==> config.mk <==
export PLATFORM = sky130hd
export DESIGN_NAME = ball_motion
export DESIGN_NICKNAME = d
export VERILOG_FILES = /design/src/rtl/ball_motion.sv
export SDC_FILE = /design/constraint.sdc
export NUM_CORES = 1
export LEC_CHECK = 0
export CORE_MARGIN = 2
export CORE_UTILIZATION = 43
export CTS_CLUSTER_SIZE = 10
export DETAILED_ROUTE_END_ITERATION = 8
export PLACE_DENSITY = 0.86
export SYNTH_ARGS = -nofsm -noshare
export SYNTH_HDL_FRONTEND = slang
export SYNTH_SLANG_ARGS = --single-unit
==> constraint.sdc <==
create_clock -name clock -period 4.7 [get_ports clock]
set_clock_uncertainty 0.15 [all_clocks]
set_input_delay 1.41 -clock clock [delete_from_list [all_inputs] [get_ports clock]]
set_output_delay 1.41 -clock clock [all_outputs]
set_load 0.005 [all_outputs]
==> src/rtl/ball_motion.sv <==
// ball_motion: breakout ball that rests on the paddle, flies diagonally and
// reflects off walls, bricks and the paddle. It also keeps the lives count.
// Ports: clock, reset (async, active-low), move_tick (step strobe),
//   launch (level), paddle_col[3:0] (clamped to 12), bricks[55:0] (row 1..7 map)
//   -> ball_row[3:0], ball_col[3:0], ball_dir[1:0] ({down, left}),
//   ball_valid (in flight), lives[1:0], game_over.
// Option: define BALL_SPEEDUP_EN so that, once the ball has made 8 or more
//   paddle hits, it steps on every move_tick instead of every second one.
module ball_motion (
    input  logic        clock,
    input  logic        reset,
    input  logic        move_tick,
    input  logic        launch,
    input  logic [3:0]  paddle_col,
    input  logic [55:0] bricks,
    output logic [3:0]  ball_row,
    output logic [3:0]  ball_col,
    output logic [1:0]  ball_dir,
    output logic        ball_valid,
    output logic [1:0]  lives,
    output logic        game_over
);

    typedef enum logic [1:0] {IDLE, MOVE, LOST, OVER} state_t;

    state_t      state_q, state_d;
    logic [3:0]  row_q, row_d;
    logic [3:0]  col_q, col_d;
    logic [1:0]  dir_q, dir_d;
    logic [1:0]  lives_q, lives_d;
    logic [3:0]  hits_q, hits_d;
    logic        div_q, div_d;

    logic [3:0]  pcl;
    logic        fast;
    logic        step;
    logic        h_r;
    logic        v_r;
    logic [3:0]  ncol;
    logic [3:0]  nrow;
    logic [2:0]  rm2;
    logic [5:0]  bidx;
    logic        brick_hit;
    logic        pad_hit;
    logic        at_pad;
    logic        lost;

    assign pcl = (paddle_col > 4'd12) ? 4'd12 : paddle_col;

`ifdef BALL_SPEEDUP_EN
    assign fast = hits_q[3];
`else
    assign fast = 1'b0;
`endif

    assign step = (state_q == MOVE) && move_tick && (div_q || fast);

    // Horizontal wall reflection comes first; the paddle test uses its result.
    assign h_r  = dir_q[0] ^ ((!dir_q[0] && col_q == 4'd15) ||
                              (dir_q[0] && col_q == 4'd0));
    assign ncol = h_r ? col_q - 4'd1 : col_q + 4'd1;

    // Brick above the ball: (row-1) in 1..7 means row in 2..8.
    assign rm2       = row_q[2:0] - 3'd2;
    assign bidx      = {rm2, col_q[3:1]};
    assign brick_hit = (row_q >= 4'd2) && (row_q <= 4'd8) && bricks[bidx];

    assign pad_hit = (ncol >= pcl) &&
                     ({1'b0, ncol} <= ({1'b0, pcl} + 5'd3));
    assign at_pad  = dir_q[1] && (row_q == 4'd14);
    assign lost    = at_pad && !pad_hit;

    always_comb begin
        v_r = dir_q[1];
        if (!dir_q[1]) begin
            v_r = (row_q == 4'd0) || brick_hit;
        end else if (row_q == 4'd14) begin
            v_r = !pad_hit;
        end
    end

    assign nrow = v_r ? row_q + 4'd1 : row_q - 4'd1;

    always_comb begin
        state_d = state_q;
        row_d   = row_q;
        col_d   = col_q;
        dir_d   = dir_q;
        lives_d = lives_q;
        hits_d  = hits_q;
        div_d   = div_q;
        unique case (state_q)
            IDLE: begin
                row_d = 4'd14;
                col_d = pcl + 4'd2;
                if (move_tick && launch) begin
                    dir_d   = 2'b00;
                    state_d = MOVE;
                end
            end
            MOVE: begin
                if (move_tick) begin
                    div_d = ~div_q;
                end
                if (step) begin
                    row_d = nrow;
                    col_d = ncol;
                    dir_d = {v_r, h_r};
                    if (at_pad && pad_hit && hits_q != 4'hF) begin
                        hits_d = hits_q + 4'd1;
                    end
                    if (lost) begin
                        state_d = LOST;
                    end
                end
            end
            LOST: begin
                lives_d = lives_q - 2'd1;
                hits_d  = 4'd0;
                div_d   = 1'b0;
                state_d = (lives_q == 2'd1) ? OVER : IDLE;
            end
            OVER: begin
                state_d = OVER;
            end
            default: begin
                state_d = IDLE;
            end
        endcase
    end

    always_ff @(posedge clock or negedge reset) begin
        if (!reset) begin
            state_q <= IDLE;
            row_q   <= 4'd14;
            col_q   <= 4'd7;
            dir_q   <= 2'b00;
            lives_q <= 2'd3;
            hits_q  <= 4'd0;
            div_q   <= 1'b0;
        end else begin
            state_q <= state_d;
            row_q   <= row_d;
            col_q   <= col_d;
            dir_q   <= dir_d;
            lives_q <= lives_d;
            hits_q  <= hits_d;
            div_q   <= div_d;
        end
    end

    assign ball_row   = row_q;
    assign ball_col   = col_q;
    assign ball_dir   = dir_q;
    assign ball_valid = (state_q == MOVE);
    assign lives      = lives_q;
    assign game_over  = (state_q == OVER);

endmodule

==> out/metrics.cfg <==
[status]
status=finished, final reports clean

[cts]
tritoncts=done
cts_htree_levels=1
cts_buffers=3
clk_path_buf_depth=2
clkSinkCount=15
cts_root_buf=clkbuf_8
postCtsSetupRepairBufs=0
clkTransAtPathRegs_ps=70
clock_latency_ps=250

[worst_setup_path]
critPathArrivalTime_ps=4520
crit_type=primary input to flip-flop
critPathMostFrequentCell=ha_1
required_ps=4730
r2r_cells=18
max_stage_delay_ps=430
path_delay_family=compound AO/OA/AOI/OAI gates
crit_buf_inv=1
rr_endpoint=ball_row[3]$_DFFE_PN1P_
startpoint_type=primary input
crit_path_cell_trace=clkdlybuf4s50_1 > nand2_2 > nand2_2 > ha_1 > ha_1 > nor2b_1 > o21ai_1 > nand2b_1 > a21oi_2 > o22ai_2 > o31ai_4 > ha_1 > a21o_1 > a21oi_2 > xnor2_1 > o2bb2ai_1 > a31oi_1
worstPathMaxFanout=4
rr_startpoint=ball_col[0]$_DFFE_PN1P_
end_kind=flip-flop
ff2ff_setup_slack_ps=430
crit_slowest_cell=clkdlybuf4s50_1

[grt]
grt_pass1_vias=1785
grt.overflow.total=0
grt_max_degree=22
grtUsageTotal_pct=21.64
antenna_found_initial=0
grt_pass1_wl_um=8507

[yosys]
synth_top_cell_by_area=ha_1
syn-num-nets=272
synth_cells=189
ys_ff_latch=15
synth_compound_area_share_pct=15.38
async_flop_share_pct=100.0
yosysMostFrequentCell=nand2_1
avgSynthCellArea_um2=9.685
synth_cell_types=45
synth_xor_area_share_pct=4.306
synth_top_area_share_pct=11.62
muxShareOfSynthArea_pct=21.39
syn_area_mm2=0.001831
ys_top_cells_by_count=nand2_1, ha_1, inv_1, o21ai_0
synth_edf_count=0
synth_seq_area_share_pct=21.05
yosysWarnings=0
synth_area_leaders=ha_1, dfstp_2, mux4_2, dfrtp_1, mux4_1
synth-simple-area-share_pct=15.17
synth_fa_ha_area_share_pct=13.81
ys.flop_type=dfstp_2
synth_top_family_by_area=multiplexers

[floorplanning]
initial_core_util_pct=45.11
io_pins=78
core_area_mm2=0.004058
die_x_um=69.25
dieArea_mm2=0.004795
rows=23
die_y_um=69.25

[hold_path]
hold_path.class=flip-flop to flip-flop
hold_start=lives[0]$_DFFE_PN1P_
hold_depth=1
min_to=lives[0]$_DFFE_PN1P_

[cells_and_area]
nFillCells=329
drive_above_1_share_pct=17.54
finalNonFillerCells=318
antenna_cells=0
layout.nets=352
syn_to_final_growth_pct=48.19

[placed_design]
pre_cts_slack_ps=-174.9
port_buffers=77
post-place-cells=314
hpwl_um=4090
place.gp.congestion=0.8680

[power]
p_leak_nw=1.142
vdd_drop_max_uv=390.2
power.density_mw_per_mm2=650.1

[run]
timing.max_cap.violations=0

[timing]
final.setup.tns_ps=0
worst_slew_pin_slew_ps=676.7
fmax_ghz=0.2226
max_slew_margin_pct=54.75
fin_ws_ps=207.8
layout_min_cycle_time_ps=4492
hold_ws_ps=352.8
setup_viol=0
post-route-period-util_pct=95.58
finalHoldViolCount=0
drv_slew=0

[route]
wirelength_um=5104
drt_pass1_iterations=4
viasPerCell=5.538
vias=1761
drc=0
post_drt_wl_per_cell_um=16.05
antenna_left=0
drt-initial-drc-count=41

-- cells by family (layout without fill, tap and decap cells) --
group / after synthesis / in the layout
AND/OR/NAND/NOR: 54 / 54
AO/OA/AOI/OAI: 42 / 42
buffers and inverters: 29 / 108
multiplexers: 21 / 21
adder cells (fa/ha/maj): 19 / 19
flip-flops: 15 / 15
XOR/XNOR: 9 / 9
-- worst max-delay path by stage --
stage	startpoint	endpoint	slack, ps	cells after the start
3_5_place_dp	paddle_col[2]	ball_row[3]$_DFFE_PN1P_	-170	17
4_1_cts	paddle_col[2]	ball_row[3]$_DFFE_PN1P_	80	17
5_1_grt	paddle_col[2]	ball_row[3]$_DFFE_PN1P_	-9	17
3_3_place_gp	paddle_col[2]	ball_row[3]$_DFFE_PN1P_	-0.9	17
6_report	paddle_col[2]	ball_row[3]$_DFFE_PN1P_	210	17
2_1_floorplan	paddle_col[2]	ball_row[3]$_DFFE_PN1P_	400	16
-- what timing repair did --
| action | 4_1_cts | 5_1_grt |
|---|---|---|
| hold buffers | 0 | 0 |
| gates resized for setup | 0 | 6 |
| endpoints found under the setup margin | 0 | 2 |
-- metrics by stage --
step | util, % | total power, mW | area (um2)
floorplan | - | 1.215 | 1831
global placement | 65.25 | 1.539 | 2648
detailed placement | 65.25 | 1.598 | 2648
CTS | 66.39 | 1.717 | 2694
global route | 66.85 | 1.936 | 2713
finish | 66.85 | 1.763 | 2713
-- area by class of cell --
| cell class | instances | area (um2) | area share (%) |
|---|---|---|---|
| tap | 50 | 62.56 | 2.306 |
| sequential | 15 | 385.4 | 14.21 |
| inverter | 15 | 56.30 | 2.076 |
| clock inverter | 1 | 5.005 | 0.1845 |
| multi-input combinational | 145 | 1301 | 47.97 |
| timing repair buffer | 89 | 860.8 | 31.73 |
| clock buffer | 3 | 41.29 | 1.522 |
-- placed cells by master, fill, tap and decap left out, types with 7 or more instances in the layout --
master           count
dfstp_2              8
a21oi_1              7
o21ai_0             12
nor2_1               8
dfrtp_1              7
buf_4               12
xnor2_1              7
inv_1               15
ha_1                17
nand2_1             17
mux4_2               9
clkdlybuf4s50_1     77
-- report_power, final --
part | internal (mW) | switching [mW] | total [mW] | leakage, nW
clock network | 0.0589 | 0.0503 | 0.109 | 0.0255
registers | 0.211 | 0.0949 | 0.305 | 0.171
logic | 0.702 | 0.646 | 1.35 | 0.945
total | 0.972 | 0.792 | 1.76 | 1.14
-- state kept, by name, indices dropped and copies added, names as in the netlist --
signal and cells:
div_q 1, state_q 2, lives 2, ball_col 4, ball_dir 2, ball_row 4
-- routing by layer --
metal	track usage (%)	part of all wire, %	routed length [um]
met1	27.69	41	2106
met2	38.89	52	2642
met3	3.343	6.4	328
met4	3.922	0.53	27
met5	0	0	0
Power figures use the tool's default switching activity.
